### src/rtl/pipeline_hazard_ctrl_pkg.sv
// Stage indices, control modes and readiness helpers for the pipeline hazard controller.
// Used by pipeline_hazard_ctrl and pipeline_hazard_ctrl_fwd_sel.
package pipeline_hazard_ctrl_pkg;

  localparam int STG_IF = 0;
  localparam int STG_ID = 1;
  localparam int STG_EX = 2;
  localparam int FWD_RF = 0;

  typedef enum logic [1:0] {
    CTRL_NORMAL = 2'd0,
    CTRL_HAZARD = 2'd1,
    CTRL_BRANCH = 2'd2,
    CTRL_BUSY   = 2'd3
  } ctrl_mode_e;

  function automatic logic stage_ready(
    input int   stage,
    input logic is_load,
    input int   alu_rdy,
    input int   load_rdy
  );
    return is_load ? (stage >= load_rdy) : (stage >= alu_rdy);
  endfunction

  function automatic int max_int(input int a, input int b);
    return (a > b) ? a : b;
  endfunction

endpackage

### src/rtl/pipeline_hazard_ctrl_fwd_sel.sv
// Per-operand producer search: youngest-match hazard check and youngest-ready forward select.
// PIPE_FWD_EN undefined: o_fwd is tied to the register file and only WB counts as ready.
module pipeline_hazard_ctrl_fwd_sel
  import pipeline_hazard_ctrl_pkg::*;
#(
  parameter int NUM_STAGES     = 5,
  parameter int REG_ADDR_W     = 5,
  parameter int ALU_RDY_STAGE  = 3,
  parameter int LOAD_RDY_STAGE = 4,
  parameter int FWD_W          = $clog2(NUM_STAGES)
) (
  input  logic [REG_ADDR_W-1:0]                    i_src,
  input  logic                                     i_use,
  input  logic [NUM_STAGES-1:STG_EX]               i_v,
  input  logic [NUM_STAGES-1:STG_EX]               i_rw,
  input  logic [NUM_STAGES-1:STG_EX]               i_mr,
  input  logic [NUM_STAGES-1:STG_EX][REG_ADDR_W-1:0] i_rd,
  output logic                                     o_hazard,
  output logic [FWD_W-1:0]                         o_fwd
);

`ifdef PIPE_FWD_EN
  localparam int ALU_RDY  = ALU_RDY_STAGE;
  localparam int LOAD_RDY = LOAD_RDY_STAGE;
`else
  // Without bypass paths a reader is satisfied only once the producer sits in WB.
  localparam int ALU_RDY  = max_int(ALU_RDY_STAGE, NUM_STAGES - 1);
  localparam int LOAD_RDY = max_int(LOAD_RDY_STAGE, NUM_STAGES - 1);
`endif

  logic [NUM_STAGES-1:STG_EX] w_match;
  logic [NUM_STAGES-1:STG_EX] w_rdy;
  logic                       w_found;

  genvar gi;
  generate
    for (gi = STG_EX; gi < NUM_STAGES; gi++) begin : g_stage
      assign w_match[gi] = i_use & i_v[gi] & i_rw[gi] &
                           (i_rd[gi] != '0) & (i_rd[gi] == i_src);
      assign w_rdy[gi]   = stage_ready(gi, i_mr[gi], ALU_RDY, LOAD_RDY);
    end
  endgenerate

  always_comb begin
    o_hazard = 1'b0;
    w_found  = 1'b0;
    for (int k = STG_EX; k < NUM_STAGES; k++) begin
      if (w_match[k] && !w_found) begin
        w_found  = 1'b1;
        o_hazard = ~w_rdy[k];
      end
    end
  end

`ifdef PIPE_FWD_EN
  logic w_fwd_found;

  always_comb begin
    o_fwd       = FWD_W'(FWD_RF);
    w_fwd_found = 1'b0;
    for (int k = STG_EX; k < NUM_STAGES; k++) begin
      if (w_match[k] && w_rdy[k] && !w_fwd_found) begin
        w_fwd_found = 1'b1;
        o_fwd       = FWD_W'(k);
      end
    end
  end
`else
  assign o_fwd = FWD_W'(FWD_RF);
`endif

endmodule

### src/rtl/pipeline_hazard_ctrl.sv
// Stall/flush/forwarding controller for an N-stage in-order pipeline with shadow stage records.
// Define PIPE_FWD_EN to enable EX operand forwarding; otherwise readers wait for WB.
module pipeline_hazard_ctrl
  import pipeline_hazard_ctrl_pkg::*;
#(
  parameter int NUM_STAGES     = 5,
  parameter int REG_ADDR_W     = 5,
  parameter int BRANCH_STAGE   = 3,
  parameter int ALU_RDY_STAGE  = 3,
  parameter int LOAD_RDY_STAGE = 4,
  parameter int FWD_W          = $clog2(NUM_STAGES)
) (
  input  logic                  i_clk,
  input  logic                  i_rst_n,
  input  logic [REG_ADDR_W-1:0] i_id_rs1,
  input  logic [REG_ADDR_W-1:0] i_id_rs2,
  input  logic                  i_id_use_rs1,
  input  logic                  i_id_use_rs2,
  input  logic [REG_ADDR_W-1:0] i_id_rd,
  input  logic                  i_id_reg_write,
  input  logic                  i_id_mem_read,
  input  logic                  i_branch_taken,
  input  logic                  i_mem_busy,
  output logic                  o_pc_en,
  output logic                  o_pc_sel,
  output logic [NUM_STAGES-1:0] o_stage_en,
  output logic [NUM_STAGES-1:0] o_stage_flush,
  output logic [FWD_W-1:0]      o_fwd_a,
  output logic [FWD_W-1:0]      o_fwd_b,
  output logic                  o_load_use_stall
);

  localparam logic [NUM_STAGES-1:0] BRANCH_FLUSH =
    {{(NUM_STAGES - BRANCH_STAGE){1'b0}}, {BRANCH_STAGE{1'b1}}};
  localparam logic [NUM_STAGES-1:0] STALL_EN    = ~(NUM_STAGES'(1) << STG_IF);
  localparam logic [NUM_STAGES-1:0] STALL_FLUSH = NUM_STAGES'(1) << STG_ID;

  // Record k describes the instruction currently in stage k; record 1 only needs a valid bit.
  logic [NUM_STAGES-1:STG_ID]                  r_v;
  logic [NUM_STAGES-1:STG_EX]                  r_rw;
  logic [NUM_STAGES-1:STG_EX]                  r_mr;
  logic [NUM_STAGES-1:STG_EX][REG_ADDR_W-1:0]  r_rd;

  logic [NUM_STAGES-1:STG_ID]                  w_src_v;
  logic [NUM_STAGES-1:STG_EX]                  w_src_rw;
  logic [NUM_STAGES-1:STG_EX]                  w_src_mr;
  logic [NUM_STAGES-1:STG_EX][REG_ADDR_W-1:0]  w_src_rd;

  logic                  w_hazard_a;
  logic                  w_hazard_b;
  logic                  w_hazard;
  logic                  w_branch;
  logic [FWD_W-1:0]      w_fwd_a;
  logic [FWD_W-1:0]      w_fwd_b;
  ctrl_mode_e            w_mode;
  logic                  w_pc_en;
  logic                  w_pc_sel;
  logic                  w_stall;
  logic [NUM_STAGES-1:0] w_stage_en;
  logic [NUM_STAGES-1:0] w_stage_flush;

  pipeline_hazard_ctrl_fwd_sel #(
    .NUM_STAGES     (NUM_STAGES),
    .REG_ADDR_W     (REG_ADDR_W),
    .ALU_RDY_STAGE  (ALU_RDY_STAGE),
    .LOAD_RDY_STAGE (LOAD_RDY_STAGE),
    .FWD_W          (FWD_W)
  ) u_fwd_rs1 (
    .i_src    (i_id_rs1),
    .i_use    (i_id_use_rs1),
    .i_v      (r_v[NUM_STAGES-1:STG_EX]),
    .i_rw     (r_rw),
    .i_mr     (r_mr),
    .i_rd     (r_rd),
    .o_hazard (w_hazard_a),
    .o_fwd    (w_fwd_a)
  );

  pipeline_hazard_ctrl_fwd_sel #(
    .NUM_STAGES     (NUM_STAGES),
    .REG_ADDR_W     (REG_ADDR_W),
    .ALU_RDY_STAGE  (ALU_RDY_STAGE),
    .LOAD_RDY_STAGE (LOAD_RDY_STAGE),
    .FWD_W          (FWD_W)
  ) u_fwd_rs2 (
    .i_src    (i_id_rs2),
    .i_use    (i_id_use_rs2),
    .i_v      (r_v[NUM_STAGES-1:STG_EX]),
    .i_rw     (r_rw),
    .i_mr     (r_mr),
    .i_rd     (r_rd),
    .o_hazard (w_hazard_b),
    .o_fwd    (w_fwd_b)
  );

  assign w_hazard = w_hazard_a | w_hazard_b;
  assign w_branch = i_branch_taken & r_v[BRANCH_STAGE];

  always_comb begin
    if (i_mem_busy) begin
      w_mode = CTRL_BUSY;
    end else if (w_branch) begin
      w_mode = CTRL_BRANCH;
    end else if (w_hazard) begin
      w_mode = CTRL_HAZARD;
    end else begin
      w_mode = CTRL_NORMAL;
    end
  end

  always_comb begin
    w_pc_en       = 1'b0;
    w_pc_sel      = 1'b0;
    w_stall       = 1'b0;
    w_stage_en    = '0;
    w_stage_flush = '0;
    unique case (w_mode)
      CTRL_BUSY: begin
        w_stage_en = '0;
      end
      CTRL_BRANCH: begin
        w_pc_en       = 1'b1;
        w_pc_sel      = 1'b1;
        w_stage_en    = '1;
        w_stage_flush = BRANCH_FLUSH;
      end
      CTRL_HAZARD: begin
        w_stage_en    = STALL_EN;
        w_stage_flush = STALL_FLUSH;
        w_stall       = 1'b1;
      end
      CTRL_NORMAL: begin
        w_pc_en    = 1'b1;
        w_stage_en = '1;
      end
    endcase
  end

  // Outputs follow the reset pin directly so they take safe values the moment reset asserts.
  assign o_pc_en          = i_rst_n & w_pc_en;
  assign o_pc_sel         = i_rst_n & w_pc_sel;
  assign o_load_use_stall = i_rst_n & w_stall;
  assign o_stage_en       = i_rst_n ? w_stage_en : '0;
  assign o_stage_flush    = i_rst_n ? w_stage_flush : '1;
  assign o_fwd_a          = i_rst_n ? w_fwd_a : FWD_W'(FWD_RF);
  assign o_fwd_b          = i_rst_n ? w_fwd_b : FWD_W'(FWD_RF);

  assign w_src_v[STG_ID] = 1'b1;

  genvar gi;
  generate
    for (gi = STG_EX; gi < NUM_STAGES; gi++) begin : g_src
      if (gi == STG_EX) begin : g_from_id
        assign w_src_v[gi]  = r_v[STG_ID];
        assign w_src_rd[gi] = i_id_rd;
        assign w_src_rw[gi] = i_id_reg_write;
        assign w_src_mr[gi] = i_id_mem_read;
      end else begin : g_from_rec
        assign w_src_v[gi]  = r_v[gi-1];
        assign w_src_rd[gi] = r_rd[gi-1];
        assign w_src_rw[gi] = r_rw[gi-1];
        assign w_src_mr[gi] = r_mr[gi-1];
      end
    end
  endgenerate

  // Record k mirrors the pipeline register after stage k-1: same enable, same bubble.
  always_ff @(posedge i_clk or negedge i_rst_n) begin
    if (!i_rst_n) begin
      r_v  <= '0;
      r_rw <= '0;
      r_mr <= '0;
      r_rd <= '0;
    end else begin
      for (int k = STG_ID; k < NUM_STAGES; k++) begin
        if (w_stage_en[k-1]) begin
          r_v[k] <= w_src_v[k] & ~w_stage_flush[k-1];
        end
      end
      for (int k = STG_EX; k < NUM_STAGES; k++) begin
        if (w_stage_en[k-1]) begin
          r_rd[k] <= w_stage_flush[k-1] ? '0 : w_src_rd[k];
          r_rw[k] <= w_src_rw[k] & ~w_stage_flush[k-1];
          r_mr[k] <= w_src_mr[k] & ~w_stage_flush[k-1];
        end
      end
    end
  end

endmodule

### config.mk
export PLATFORM = sky130hd
export DESIGN_NAME = pipeline_hazard_ctrl
export DESIGN_NICKNAME = d
export VERILOG_FILES = /design/src/rtl/pipeline_hazard_ctrl_pkg.sv /design/src/rtl/pipeline_hazard_ctrl_fwd_sel.sv /design/src/rtl/pipeline_hazard_ctrl.sv
export SDC_FILE = /design/constraint.sdc
export NUM_CORES = 1
export LEC_CHECK = 0
export BUFFER_PORTS_ARGS = -buffer_cell sky130_fd_sc_hd__buf_4
export CAP_MARGIN = 10
export CORE_MARGIN = 2
export CORE_UTILIZATION = 43
export CTS_BUF_LIST = sky130_fd_sc_hd__clkbuf_16
export CTS_CLUSTER_DIAMETER = 100
export DETAILED_ROUTE_END_ITERATION = 16
export PLACE_DENSITY = 0.85
export SETUP_SLACK_MARGIN = 0.05
export SYNTH_ARGS = -nofsm -noshare
export SYNTH_HDL_FRONTEND = slang
export SYNTH_SLANG_ARGS = --single-unit
### constraint.sdc
create_clock -name i_clk -period 2.65 [get_ports i_clk]
set_clock_uncertainty 0.15 [all_clocks]
set_input_delay 0.3975 -clock i_clk [delete_from_list [all_inputs] [get_ports i_clk]]
set_output_delay 0.3975 -clock i_clk [all_outputs]
set_load 0.01 [all_outputs]
==> results by group, run 1 <==
Timing
  • Final hold viol count: 0
  • Period utilisation layout: 107.7%
  • Slew Viols, Final: 0
  • Max-slew headroom: between 50% and 60%
  • Worst-margin pin slew: around 660 ps
  • Fin crit period: around 2900 ps
  • F_max: between 300 and 400 MHz
  • Hold slack: around 210 ps
  • Setup-failing EPs final: 11
  • Worst Setup Slack, final: -205.1 ps
  • RSZ-0062 raised after global routing: yes

Place
  • Port Buf Inserts: 34
  • GP Congestion: around 0.8
  • DP Wirelength: between 1.5 and 2 mm
  • Post-DP Area: between 0.001 and 0.0015 mm^2

Floorplan
  • Die Y: around 54 um
  • Die ar.: a little under 0.003 mm^2
  • I/O pins: between 40 and 50
  • Initial core utilization: 44.08%
  • Total core area: 0.002410 mm^2
  • Die width: between 50 and 60 um
  • Row Count: 18

Synth
  • Netlist Area Pre-Place: about 0.0011 mm^2
  • Ys Warns: 0
  • Ys async rst share: 100.0%
  • Mean Syn Cell Area: between 9 and 10 um^2
  • Area leader, netlist: dfrtp_1
  • Post-synth EDFFs: 0
  • Sequential element share of the synthesized area: 35.34%
  • Ys flop type: dfrtp_1
  • Synth top area share: between 30% and 40%
  • Area contributors post-synth: dfrtp_1, xnor2_1, buf_4
  • Synth Register Bits: 15
  • Netlist cell types: 23
  • Syn Inst Count: about 110

Pwr
  • Power per cell area: 549.7 mW/mm^2
  • Switch Pwr: ~0.26 mW
  • Sw Share: 29.44%
  • Comb pwr share: 34.3%
  • Internal power: 0.6271 mW
  • Leak pwr: 0.7443 nW
  • VDD IR-drop max: 633.3 uV
  • Clock power share: approximately a third
  • Reg power frac: between 30% and 40%

Final layout
  • Antenna cells: 0
  • Final nets: between 150 and 200
  • Final Cell Area: 0.001617 mm^2
  • Area Overhead vs Synth: 52.18%
  • Layout cell share with drive strength beyond 1: 40.88%

Clock tree
  • Clock root cell: clkbuf_16
  • Clock Sinks: 15
  • CTS HTree Levels: 1
  • CTS Buf Count: 3
  • Clk buf depth: 2
  • Clock latency on the worst-skew pair: 250 ps
  • Clock transition at path regs: 50 ps
  • CTS tree: built

Setup path
  • Worst setup EP type: primary output
  • CP Data Required Time: between 2000 and 2500 ps
  • CP arrival: 2310 ps
  • Crit start category: register
  • Crit path kind: register to primary output
  • Crit Path Max Fanout: 2

Status
  • Status: complete, but fails checks
  • Violated checks: negative setup slack

Run
  • Number of max-cap violations: 0

Route
  • DRC: 0
  • DRT Pass-1 Iters: 4
  • Mean routed wirelength per cell: ~15 um
  • DR iter-0 viols: 21
  • Vias/cell: roughly 5.0
  • Vias: about 940
  • Antenna-violating nets left: 0
  • Total Wirelength: roughly 2.8 mm

GRT
  • GR Overflow Total: 0
  • Vias in the first global route: 869
  • Antenna violations before repair: 0
  • GRT Total Usage: between 10% and 20%
  • Largest net degree at the start of global routing: 23
  • First-pass GRT wire length: 3.843 mm

Min path
  • HP Class: input port to register
## synth_stat cells (all sizes together), types with 2 or more instances
library cell,instances
xnor2,20
dfrtp,15
buf,12
nand2,12
nand2b,10
o21ai,8
a22o,6
ha,4
inv,4
nand4,4
and2,3
a21oi,2
clkbuf,2
nor2,2
o211ai,2
o22ai,2
or4,2
## worst max-delay path, cell delays in order, from the launching register on
cell and delay [ps]:
dfrtp_1 370, or4_1 530, o211ai_1 230, a21oi_2 70
a221oi_4 290, inv_2 100, ha_4 280, nand2b_4 110
buf_6 90
## registers in the layout, indices dropped and copies added (netlist names)
register and cells:
r_rd 10, r_rw 2, r_v 3
## final timing paths
path | start | depth (start not counted) | slack, ps | end
setup / recovery | r_rd[0] | 8 | -210 | o_stage_flush[1]
hold / removal | i_id_reg_write | 2 | 210 | r_rw[2]
setup reg to reg | r_rd[0] | 10 | 80 | r_v[3]
hold reg to reg | r_v[1] | 1 | 360 | r_v[2]
max in group asynchronous | i_rst_n | 2 | 1260 | r_rd[8]
min in group asynchronous | i_rst_n | 2 | 660 | r_v[3]
## per-layer routing
layer  vias to the layer above  track usage [%]  wire (um)
li1                        457                -          -
met1                       447            22.90       1111
met2                        33            33.13       1533
met3                         7            4.167        139
met4                         0            7.692         58
met5                         -                0          0
## stage by stage
step                utilization (%)  setup TNS [ps]  power, mW  worst slack [ps]  cells
finish                        67.08           -1741     0.8887            -205.1    189
global route                  67.08           -2882     0.9296            -305.5    189
CTS                           63.45           -2012     0.8607            -239.7    186
detailed placement            58.00               0     0.5519             11.75    180
global placement              58.00               0     0.5389             18.24    180
floorplan                         -          -325.8     0.4512            -108.6    119
## cell type report
cell class              count  area [um^2]
fillers                   178        793.3
multi-input cells          86        668.1
repair buffers             50        441.7
flip-flops and latches     15        375.4
clock buffers               3        75.07
well taps                  30        37.54
inverters                   4        15.01
clock inverters             1        3.754
## cells in the final DEF, fill, tap and decap left out
cell type / instances
ha_2: 1
conb_1: 6
buf_6: 9
dfrtp_1: 15
o22ai_1: 2
dlygate4sd3_1: 1
o211ai_1: 1
buf_4: 38
a221oi_4: 1
and2_1: 2
or4_1: 2
clkbuf_16: 4
a21oi_2: 2
nor2_4: 2
nand2b_4: 2
inv_2: 1
nand2b_1: 8
buf_12: 1
and2_4: 1
nand4_1: 4
a21o_1: 1
nand2_1: 12
ha_1: 1
inv_1: 4
a22o_1: 6
xnor2_1: 20
ha_4: 2
o21ai_1: 8
o211ai_2: 1
mux2i_1: 1
## power groups by stage
stage | Sequential [mW] | Clock (mW) | Combinational (mW)
final | 0.289 | 0.295 | 0.304
after global routing | 0.292 | 0.307 | 0.330
after CTS | 0.288 | 0.297 | 0.276
after detailed placement | 0.291 | 0 | 0.261
after global placement | 0.288 | 0 | 0.250
after floorplan | 0.297 | 0 | 0.154
## cell families after synthesis
family,Yosys count,share of synthesized area [%]
simple gates,33,16.37
compound gates,22,15.19
xor+xnor,20,16.49
buf+inv,18,10.60
flops,15,35.34
fa+ha+maj,4,4.712
other cells,1,0.3530
mux,1,0.9423
## timing repair
item | in CTS | in global routing
pin swaps | 3 | 2
hold buffers | 1 | 0
cloned | 0 | 1
setup buffers | 1 | 2
endpoints found under the hold margin | 15 | 0
gates resized for setup | 11 | 17
endpoints found under the setup margin | 11 | 25
No activity file was read; power rests on OpenSTA's default activity.
==> inputs of run 2 (changes only) <==
--- a/config.mk
+++ b/config.mk
@@ -17,3 +17,4 @@
 export SYNTH_ARGS = -nofsm -noshare
 export SYNTH_HDL_FRONTEND = slang
 export SYNTH_SLANG_ARGS = --single-unit
+export TNS_END_PERCENT = 5
==> run 2 against run 1 <==
The flow still finishes with violations (negative setup slack). Maximum frequency is 0.18% higher. Global-route usage rose by 0.81 points. Largest cell class unchanged. Critical path depth is the same. Sequential share of layout area up 1.7 points. Highest routed layer unchanged.
==> results by group, run 2 (synthesized netlist as in run 1, its figures left out) <==
Min path
  • HP Class: input port to register

Timing
  • RSZ-0062 raised after global routing: yes
  • Worst Setup Slack, final: -200.0 ps
  • F_max: about 350 MHz
  • Final hold viol count: 0
  • Period utilisation layout: 107.5%
  • Fin crit period: 2850 ps
  • Slew Viols, Final: 0
  • Setup-failing EPs final: 11

Final layout
  • Layout cell share with drive strength beyond 1: a little under two fifths
  • Most frequent cells in the layout: buf_4, xnor2_1, dfrtp_1, nand2_1, nand2b_1
  • Most common cell after layout, fill and taps aside: buf_4
  • Area Overhead vs Synth: 41.58%
  • Reg with most FFs: r_rd
  • Finished Layout Cells: approximately 190
  • Final nets: between 150 and 200
  • Max reg flops: 10
  • Top Registers: r_rd: 10 flops, r_v: 3 flops, r_rw: 2 flops
  • Antenna cells: 0

Setup path
  • CP arrival: approximately 2300 ps
  • Worst setup EP type: primary output
  • CP Cell Sequence: or4_1 -> o211ai_1 -> a21oi_1 -> a221oi_2 -> inv_1 -> ha_4 -> nand2b_4 -> buf_6
  • Crit start category: register
  • Crit Path Max Fanout: 2
  • CP Data Required Time: roughly 2100 ps
  • Crit path kind: register to primary output
  • Max stage delay on crit path: ~510 ps
  • Buf+Inv Stages, Crit Path: 2
  • CP delay by family, top: simple AND/OR/NAND/NOR gates
  • Slowest cell on crit path: or4_1

Floorplan
  • Die ar.: a little under 0.003 mm^2
  • Initial core utilization: 44.08%
  • I/O pins: 42
  • Die width: 53.71 um
  • Total core area: 0.002410 mm^2
  • Die Y: approximately 54 um
  • Row Count: 18

Route
  • Total Wirelength: 2.612 mm
  • Vias: 926
  • Antenna-violating nets left: 0
  • DRC: 0
  • Vias/cell: 4.978
  • Mean routed wirelength per cell: 14.04 um
  • DRT Pass-1 Iters: 4
  • DR iter-0 viols: 15

Pwr
  • VDD IR-drop max: roughly 500 uV
  • Leak pwr: between 0.7 and 0.8 nW
  • Power per cell area: 569.8 mW/mm^2

Clock tree
  • Clock latency on the worst-skew pair: around 250 ps
  • Clk buf depth: 2
  • CTS Buf Count: 3
  • Clock Sinks: 15
  • Clock root cell: clkbuf_16
  • CTS HTree Levels: 1
  • CTS tree: built
  • Clock transition at path regs: around 50 ps

Status
  • Status: complete, but fails checks
  • Violated checks: negative setup slack

Place
  • GP Congestion: 0.7996
  • Setup WS pre-CTS: roughly 5.7 ps
  • DP Wirelength: just under 2 mm
  • Placed insts: 180
  • Port Buf Inserts: 34

GRT
  • GRT Total Usage: 19.98%
  • Largest net degree at the start of global routing: 23
  • GR Overflow Total: 0
  • Vias in the first global route: about 900
  • First-pass GRT wire length: roughly 4.0 mm
  • Antenna violations before repair: 0

Run
  • Number of max-cap violations: 0
-- run 2: cell types whose count changed in the layout (fill, tap and decap cells not counted), moves of 6 or more --
cell	before	now
buf_6	9	2
o21ai_0	0	6
o21ai_1	8	2
buf_4	38	44
-- run 2: worst reg2reg max path: cells and delay by family (launching register included) --
family	cells	cell delay, ps
compound gates	4	770
simple gates	2	560
fa+ha+maj	1	280
buf+inv	2	250
flops	1	370
-- run 2: repair_timing --
item,4_1_cts,5_1_grt
buffers inserted,1,0
hold endpoints to repair,15,0
gates resized for setup,4,6
endpoints found under the setup margin,11,25
hold buffers,1,0
pin swaps,4,4
-- run 2: path summary, 6_finish.rpt --
kind / start / end / slack (ps) / cells past startpoint
hold / removal: i_id_rd[1] / r_rd[1] / 210 / 2
setup reg to reg: r_rd[3] / r_v[2] / 160 / 9
setup / recovery: r_rd[3] / o_stage_flush[1] / -200 / 8
min in group asynchronous: i_rst_n / r_rw[3] / 450 / 2
hold reg to reg: r_rw[3] / r_rw[3] / 360 / 2
max in group asynchronous: i_rst_n / r_rd[0] / 1700 / 2
-- run 2: layer usage --
metal,share of wire [%],GRT usage (%),vias up
met3,5.5,4.444,7
met2,55,34.76,32
met1,37,22.34,433
met4,2.6,11.11,0
met5,0,0,-
li1,-,-,454
-- run 2: metrics by stage --
| step | total power, mW | TNS, ps | hold WS, ps | util [%] | cell area [um^2] |
|---|---|---|---|---|---|
| finish | 0.8570 | -1577 | 211.2 | 62.41 | 1504 |
| global route | 0.9029 | -2942 | 216.1 | 62.41 | 1504 |
| CTS | 0.8515 | -2145 | 210.0 | 61.79 | 1489 |
| detailed placement | 0.5458 | 0 | 124.8 | 56.80 | 1369 |
| global placement | 0.5321 | 0 | 124.4 | 56.80 | 1369 |
| floorplan | 0.4450 | -478.4 | -48.09 | - | 1101 |
-- run 2: power by group --
part	switching (mW)	internal, mW	leakage [nW]
sequential	0.0292	0.261	0.193
combinational	0.127	0.150	0.471
clock	0.0899	0.200	0.0423
-- run 2: cell type report --
| cell class | count | area, um^2 |
|---|---|---|
| fillers | 195 | 905.9 |
| multi-input cells | 86 | 634.4 |
| flip-flops and latches | 15 | 375.4 |
| repair buffers | 47 | 362.8 |
| clock buffers | 3 | 75.07 |
| well taps | 30 | 37.54 |
| inverters | 4 | 15.01 |
| clock inverters | 1 | 3.754 |
